**src/rtl/instr_rom_loader_pkg.sv**
```systemverilog
// rom_loader_pkg: shared FSM state type and defaults for the instruction ROM loader
package rom_loader_pkg;
  typedef enum logic [1:0] {IDLE, LOAD, RUN} loader_state_t;
  localparam int ROM_DEPTH = 256;
  localparam logic [7:0] NOP_OPCODE_DEF = 8'h00;
endpackage

```
**src/rtl/instr_rom_loader_if.sv**
```systemverilog
// instr_rom_loader_if: program-load stream (load_start/load_len request, ld_valid/ld_data/ld_ready byte handshake); master = program source, slave = loader
interface instr_rom_loader_if #(parameter int ADDR_W = 8, parameter int DATA_W = 8);
  logic load_start;
  logic [ADDR_W-1:0] load_len;
  logic ld_valid;
  logic [DATA_W-1:0] ld_data;
  logic ld_ready;
  modport master (output load_start, load_len, ld_valid, ld_data, input ld_ready);
  modport slave (input load_start, load_len, ld_valid, ld_data, output ld_ready);
endinterface

```
**src/rtl/instr_rom_loader_rom.sv**
```systemverilog
// prog_rom_256x8: program memory; ports clk, we/wa/wd sync write, a -> rd0=mem[a], rd1=mem[a+1] async (wrapping)
module prog_rom_256x8 #(
  parameter int ADDR_W = 8,
  parameter int DATA_W = 8
) (
  input  logic              clk,
  input  logic              we,
  input  logic [ADDR_W-1:0] wa,
  input  logic [DATA_W-1:0] wd,
  input  logic [ADDR_W-1:0] a,
  output logic [DATA_W-1:0] rd0,
  output logic [DATA_W-1:0] rd1
);
  logic [DATA_W-1:0] mem [2**ADDR_W];
  logic [ADDR_W-1:0] a1;
  assign a1 = a + ADDR_W'(1);
  assign rd0 = mem[a];
  assign rd1 = mem[a1];
  always_ff @(posedge clk) if (we) mem[wa] <= wd;
endmodule

```
**src/rtl/instr_rom_loader.sv**
```systemverilog
// instr_rom_loader: loads a program over ld (slave), holds cpu_reset until done, then serves opcode1/opcode2 for rom_address; pulses load_done
module instr_rom_loader import rom_loader_pkg::*; #(
  parameter int ADDR_W = 8,
  parameter int DATA_W = 8,
  parameter logic [DATA_W-1:0] NOP_OPCODE = NOP_OPCODE_DEF
) (
  input  logic              clk,
  input  logic              reset,
  instr_rom_loader_if.slave ld,
  input  logic [ADDR_W-1:0] rom_address,
  output logic [DATA_W-1:0] opcode1,
  output logic [DATA_W-1:0] opcode2,
  output logic              cpu_reset,
  output logic              load_done
);
  localparam int CNT_W = ADDR_W + 1;
  loader_state_t state_q, state_d;
  logic [ADDR_W-1:0] wr_ptr_q, wr_ptr_d;
  logic [CNT_W-1:0] remaining_q, remaining_d;
  logic ld_ready_q, ld_ready_d, cpu_reset_q, cpu_reset_d, load_done_q, load_done_d;
  logic wr_en;
  logic [DATA_W-1:0] rd0, rd1;
  assign wr_en = ld_ready_q & ld.ld_valid & ~reset;
  prog_rom_256x8 #(.ADDR_W(ADDR_W), .DATA_W(DATA_W)) u_rom (
    .clk(clk), .we(wr_en), .wa(wr_ptr_q), .wd(ld.ld_data), .a(rom_address), .rd0(rd0), .rd1(rd1)
  );
  always_comb begin
    state_d = state_q;
    wr_ptr_d = wr_ptr_q;
    remaining_d = remaining_q;
    load_done_d = 1'b0;
    if (state_q != LOAD && ld.load_start) begin
      state_d = LOAD;
      wr_ptr_d = '0;
      remaining_d = (ld.load_len == '0) ? CNT_W'(2**ADDR_W) : CNT_W'(ld.load_len);
    end else if (wr_en) begin
      wr_ptr_d = wr_ptr_q + ADDR_W'(1);
      remaining_d = remaining_q - CNT_W'(1);
      state_d = (remaining_q == CNT_W'(1)) ? RUN : LOAD;
      load_done_d = (remaining_q == CNT_W'(1));
    end
    ld_ready_d = (state_d == LOAD);
    cpu_reset_d = (state_d != RUN);
  end
  always_ff @(posedge clk) begin
    if (reset) begin
      state_q <= IDLE;
      wr_ptr_q <= '0;
      remaining_q <= '0;
      ld_ready_q <= 1'b0;
      cpu_reset_q <= 1'b1;
      load_done_q <= 1'b0;
    end else begin
      state_q <= state_d;
      wr_ptr_q <= wr_ptr_d;
      remaining_q <= remaining_d;
      ld_ready_q <= ld_ready_d;
      cpu_reset_q <= cpu_reset_d;
      load_done_q <= load_done_d;
    end
  end
  assign ld.ld_ready = ld_ready_q;
  assign cpu_reset = cpu_reset_q;
  assign load_done = load_done_q;
  assign opcode1 = (state_q == RUN) ? rd0 : NOP_OPCODE;
  assign opcode2 = (state_q == RUN) ? rd1 : NOP_OPCODE;
endmodule

```
**src/flat_wrapper.sv**
```systemverilog
// flat-port wrapper written by rule: the top's interface ports become plain ports
module instr_rom_loader_flat import rom_loader_pkg::*;
#(
  parameter int ADDR_W = 8,
  parameter int DATA_W = 8,
  parameter logic [DATA_W-1:0] NOP_OPCODE = NOP_OPCODE_DEF
)
  (clk, reset, rom_address, opcode1, opcode2, cpu_reset, load_done, ld_load_start, ld_load_len, ld_ld_valid, ld_ld_data, ld_ld_ready);
  instr_rom_loader_if #(.ADDR_W(ADDR_W), .DATA_W(DATA_W)) ld_i ();
  input  logic clk;
  input  logic reset;
  input  logic [ADDR_W-1:0] rom_address;
  output logic [DATA_W-1:0] opcode1;
  output logic [DATA_W-1:0] opcode2;
  output logic cpu_reset;
  output logic load_done;
  input wire logic [$bits(ld_i.load_start)-1:0] ld_load_start;
  input wire logic [$bits(ld_i.load_len)-1:0] ld_load_len;
  input wire logic [$bits(ld_i.ld_valid)-1:0] ld_ld_valid;
  input wire logic [$bits(ld_i.ld_data)-1:0] ld_ld_data;
  output wire logic [$bits(ld_i.ld_ready)-1:0] ld_ld_ready;
  assign ld_i.load_start = ld_load_start;
  assign ld_i.load_len = ld_load_len;
  assign ld_i.ld_valid = ld_ld_valid;
  assign ld_i.ld_data = ld_ld_data;
  assign ld_ld_ready = ld_i.ld_ready;
  instr_rom_loader #(.ADDR_W(ADDR_W), .DATA_W(DATA_W), .NOP_OPCODE(NOP_OPCODE)) u_core (.clk(clk), .reset(reset), .ld(ld_i), .rom_address(rom_address), .opcode1(opcode1), .opcode2(opcode2), .cpu_reset(cpu_reset), .load_done(load_done));
endmodule
```
**config.mk**
```make
export PLATFORM = sky130hd
export DESIGN_NAME = instr_rom_loader_flat
export DESIGN_NICKNAME = d
export VERILOG_FILES = /design/src/rtl/instr_rom_loader_pkg.sv /design/src/rtl/instr_rom_loader_if.sv /design/src/rtl/instr_rom_loader_rom.sv /design/src/rtl/instr_rom_loader.sv /design/src/flat_wrapper.sv
export SDC_FILE = /design/constraint.sdc
export NUM_CORES = 2
export LEC_CHECK = 0
export ABC_AREA = 1
export ABC_CLOCK_PERIOD_IN_PS = 4700
export BUFFER_PORTS_ARGS = -buffer_cell sky130_fd_sc_hd__buf_2
export CORE_AREA = 2 2 572 574
export CTS_BUF_LIST = sky130_fd_sc_hd__clkbuf_4
export DETAILED_ROUTE_END_ITERATION = 8
export DIE_AREA = 0 0 574 576
export PLACE_DENSITY = 0.57
export SYNTH_ARGS = -nofsm -noshare
export SYNTH_HDL_FRONTEND = slang
export SYNTH_SLANG_ARGS = --single-unit
```
**constraint.sdc**
```tcl
create_clock -name clk -period 4.7 [get_ports clk]
set_input_delay 0.94 -clock clk [delete_from_list [all_inputs] [get_ports clk]]
set_output_delay 0.94 -clock clk [all_outputs]
set_load 0.005 [all_outputs]
```
==> impl_results.md <==
* Critical path cell sequence: buf_16 -> ha_4 -> nor2_2 -> buf_4 -> nor2_4 -> buf_12 -> bufbuf_16 -> buf_4 -> buf_4 -> nand3_1 -> nand3_1 -> nand3_1 -> nand3_1 -> nand3_1 -> nand2_1 -> nor2_2 -> nor2_1 -> buf_4 -> buf_2
* Die Y at around 580 um
* Register bit count reported by yosys at approximately 2,100
* Die footprint at 0.331 mm^2
* Post-route DRC violation count at 1
* Synth Instances at 12,410
* Crit end category: primary output
* Fmax at between 0.2 and 0.25 GHz
* Leakage power at a little under 50 nW
* Routed len/inst at 22.9 um
* Final worst path period need at around 4.8 ns
* Routability Congestion at 0.999
* Clock Path Buffers at 4
* CP max stage cell: bufbuf_16
* Simple-Gate Fraction of Synth Area at 31.1%
* Family with the most delay on the worst path: simple AND/OR/NAND/NOR gates
* Yosys cell types at 37
* Final Slew Violations at 0
* Htree depth at 6
* Synth Cell Area at 0.107 mm^2
* Largest net degree at the start of global routing at around 110
* Complex-gate fraction of the synthesized area at 4.70%
* Synthesized area per cell at about 8.6 um^2
* Pre-antenna DRT Iters at 9
* Final setup vio count at 7
* Largest family of logic cells by synthesized area: simple AND/OR/NAND/NOR gates
* Std-Cell Rows at 210
* Crit share post-route at 102%
* First-pass GRT wire length at ~580,000 um
* Total CTS buffers at between 500 and 600
* Slew HR at 20.2%
* Status: complete, but fails checks
* Hold Path Class: primary input to register
* FF+latch area at 0.0619 mm^2
* PortBufs at 46
* Critical path buffers and inverters at 8
* Area delta synth->final at 17.7%
* Vias in the first global route at roughly 87,000
* DP Worst Slack at -0.739 ns
* Hold WS at about 0.099 ns
* Xor-xnor portion of the synthesized cell area at less than 1%
* Skew-Pair Late Insertion Delay at around 1.4 ns
* Post-synthesis sequential area ratio at 58.1%
* Number of max-cap violations at 0
* Worst EP required at between 3 and 4 ns
* Synth warn at 0
* DR iter-0 viols at about 13,000
* Clk sinks at between 2,000 and 2,500
* Die span in x at between 500 and 600 um
* DR vias/cell at around 5.4
* Num ports at 47
* Final setup margin at -0.0796 ns
* CTS tree: built
* Failing checks: design-rule violations, negative setup slack
* Final Skew at about 0.11 ns
* CP max FO at 6
* Antenna Nets Post-Route at 0
* Final nets at ~13,000
* Final setup TNS at -0.328 ns
* Final wirelength at roughly 400,000 um
* Syn Nets at 12,445
* Critical path type: primary input to primary output
* Setup crit start kind: primary input
* Initial Utilization at between 30 and 40%
* Post-Synth Adder-Cell Area at less than 1%
* Clk slew on worst S/H paths at 0.05 ns
* Fin util at roughly 39%
* Routed vias at between 90,000 and 100k
* Initial antenna violation count at 16
* # fillers at 32,724
* Fin. Hold Viols at 0
* Root buffer cell: clkbuf_4
* Worst VDD drop at 168 uV
* Most frequent CP cell: nand3_1
* Grt total ovfl at 0
* RSZ-0062 raised after global routing: yes
* Hpwl dp at around 260,000 um
* Multi-input logic area at ~0.04 mm^2
* Power per cell area at around 340 mW/mm^2
* Core ar. at approximately 0.33 mm^2
* Tightest Pin Transition at 1.19 ns
* Arr. time, crit path at roughly 3.8 ns
* Max stage delay on crit path at around 0.28 ns
* Multiplexer share of the synthesized area at 0%
* Tot GR Track Use at 23.2%
* Share of layout cells above drive strength 1 at roughly 14%
[cells by family after synthesis]
kind of cell | after synthesis
simple gates | 7935
flops | 2070
buf+inv | 1407
compound gates | 980
xor+xnor | 11
fa+ha+maj | 7
[flip-flops by register name (all words and copies together), names as in the netlist]
register            cells
u_core.u_rom.mem     2048
u_core.remaining_q      9
u_core.wr_ptr_q         8
u_core.state_q          2
u_core.cpu_reset        1
u_core.ld.ld_ready      1
u_core.load_done        1
[per-stage QoR]
step	instance area [um^2]	power (mW)	instances
final	126000	43.0	17671
after global routing	126000	44.5	17668
after CTS	124000	42.8	17592
after detailed placement	116000	26.3	16606
after global placement	116000	26.2	16606
after floorplan	107000	23.6	12410
[placed cells by master, fill, tap and decap left out, types with 103 or more instances in the layout]
master and n:
clkbuf_4 812, o21ai_1 103, inv_1 479, nand3_1 2545, buf_12 196, a21oi_1 316, o21ai_0 510, nand2_1 3849
buf_4 538, nor2_1 1349, edfxtp_1 2048
[metal layers]
metal	track usage (%)	wire length, um
met5	0	102
met4	12.4	22200
met3	4.62	41600
met2	36.8	184000
met1	29.9	157000
[path summary, 6_finish.rpt]
kind,start,to,slack [ns],cells after the start
max,rom_address[0],opcode2[5],-0.08,19
max reg2reg,u_core.wr_ptr_q[5]$_SDFFE_PP0P_,u_core.u_rom.mem[235][7]$_DFFE_PP_,1.08,4
min reg2reg,u_core.remaining_q[3]$_SDFFE_PP0P_,u_core.remaining_q[3]$_SDFFE_PP0P_,0.53,2
min,ld_ld_data[2],u_core.u_rom.mem[182][2]$_DFFE_PP_,0.1,1
[final cells by class]
class,instances,share of cell area [%]
Antenna cell,10,0.0199
Timing Repair Buffer,860,7.91
Clock inverter,147,0.755
Timing Repair inverter,2,0.0179
Sequential cell,2070,49.3
Tap cell,4346,4.33
Clock buffer,811,4.85
Inverter,492,1.53
Multi-Input combinational cell,8933,31.2
[synthesized netlist by cell type]
library cell	n	share of area, %
xor2_1	8	0.066
nor3_1	7	0.033
inv_2	5	0.018
o21ai_0	512	2.4
and3_1	4	0.023
nand3_1	2638	12
clkbuf_1	313	1.1
o211ai_1	22	0.15
xnor2_1	2	0.016
nand4_1	3	0.018
or2_2	26	0.15
xor2_2	1	0.015
edfxtp_1	2048	58
nand3_2	1	0.0094
nor4_1	1	0.0059
inv_1	485	1.7
buf_1	75	0.26
o221ai_1	1	0.0082
or4_1	1	0.0070
a221oi_1	1	0.0082
dfxtp_1	22	0.41
a41oi_1	1	0.0082
a2111oi_0	1	0.0082
a31oi_1	7	0.041
nor2_1	1378	4.9
buf_2	412	1.9
buf_6	22	0.23
ha_1	7	0.082
inv_4	1	0.0059
buf_4	93	0.65
a21oi_1	318	1.5
o21ai_1	101	0.47
o22ai_1	10	0.059
a211oi_1	6	0.042
nand2_1	3875	14
clkinv_1	1	0.0035
nand2_2	1	0.0059
[what timing repair did]
action / CTS / global route
setup buffers: 9 / 51
endpoints found under the hold margin: 13 / 0
pin swaps: 7 / 21
hold buffers: 13 / 0
cloned: 7 / 19
resized for setup: 79 / 134
endpoints found under the setup margin: 16 / 16
[where the power goes]
part           internal (mW)  switching (mW)
Sequential              20.3         0.00835
Clock                   8.56            7.99
Combinational           2.02            4.15
Total                   30.9            12.1
[worst register-to-register path: stages (launching register included)]
cell and delay, ns:
dfxtp_1 0.36, inv_1 0.06, nor2_1 0.79, nand2_1 0.84, nor2_1 1.09
(Power assumes the default switching activity.)
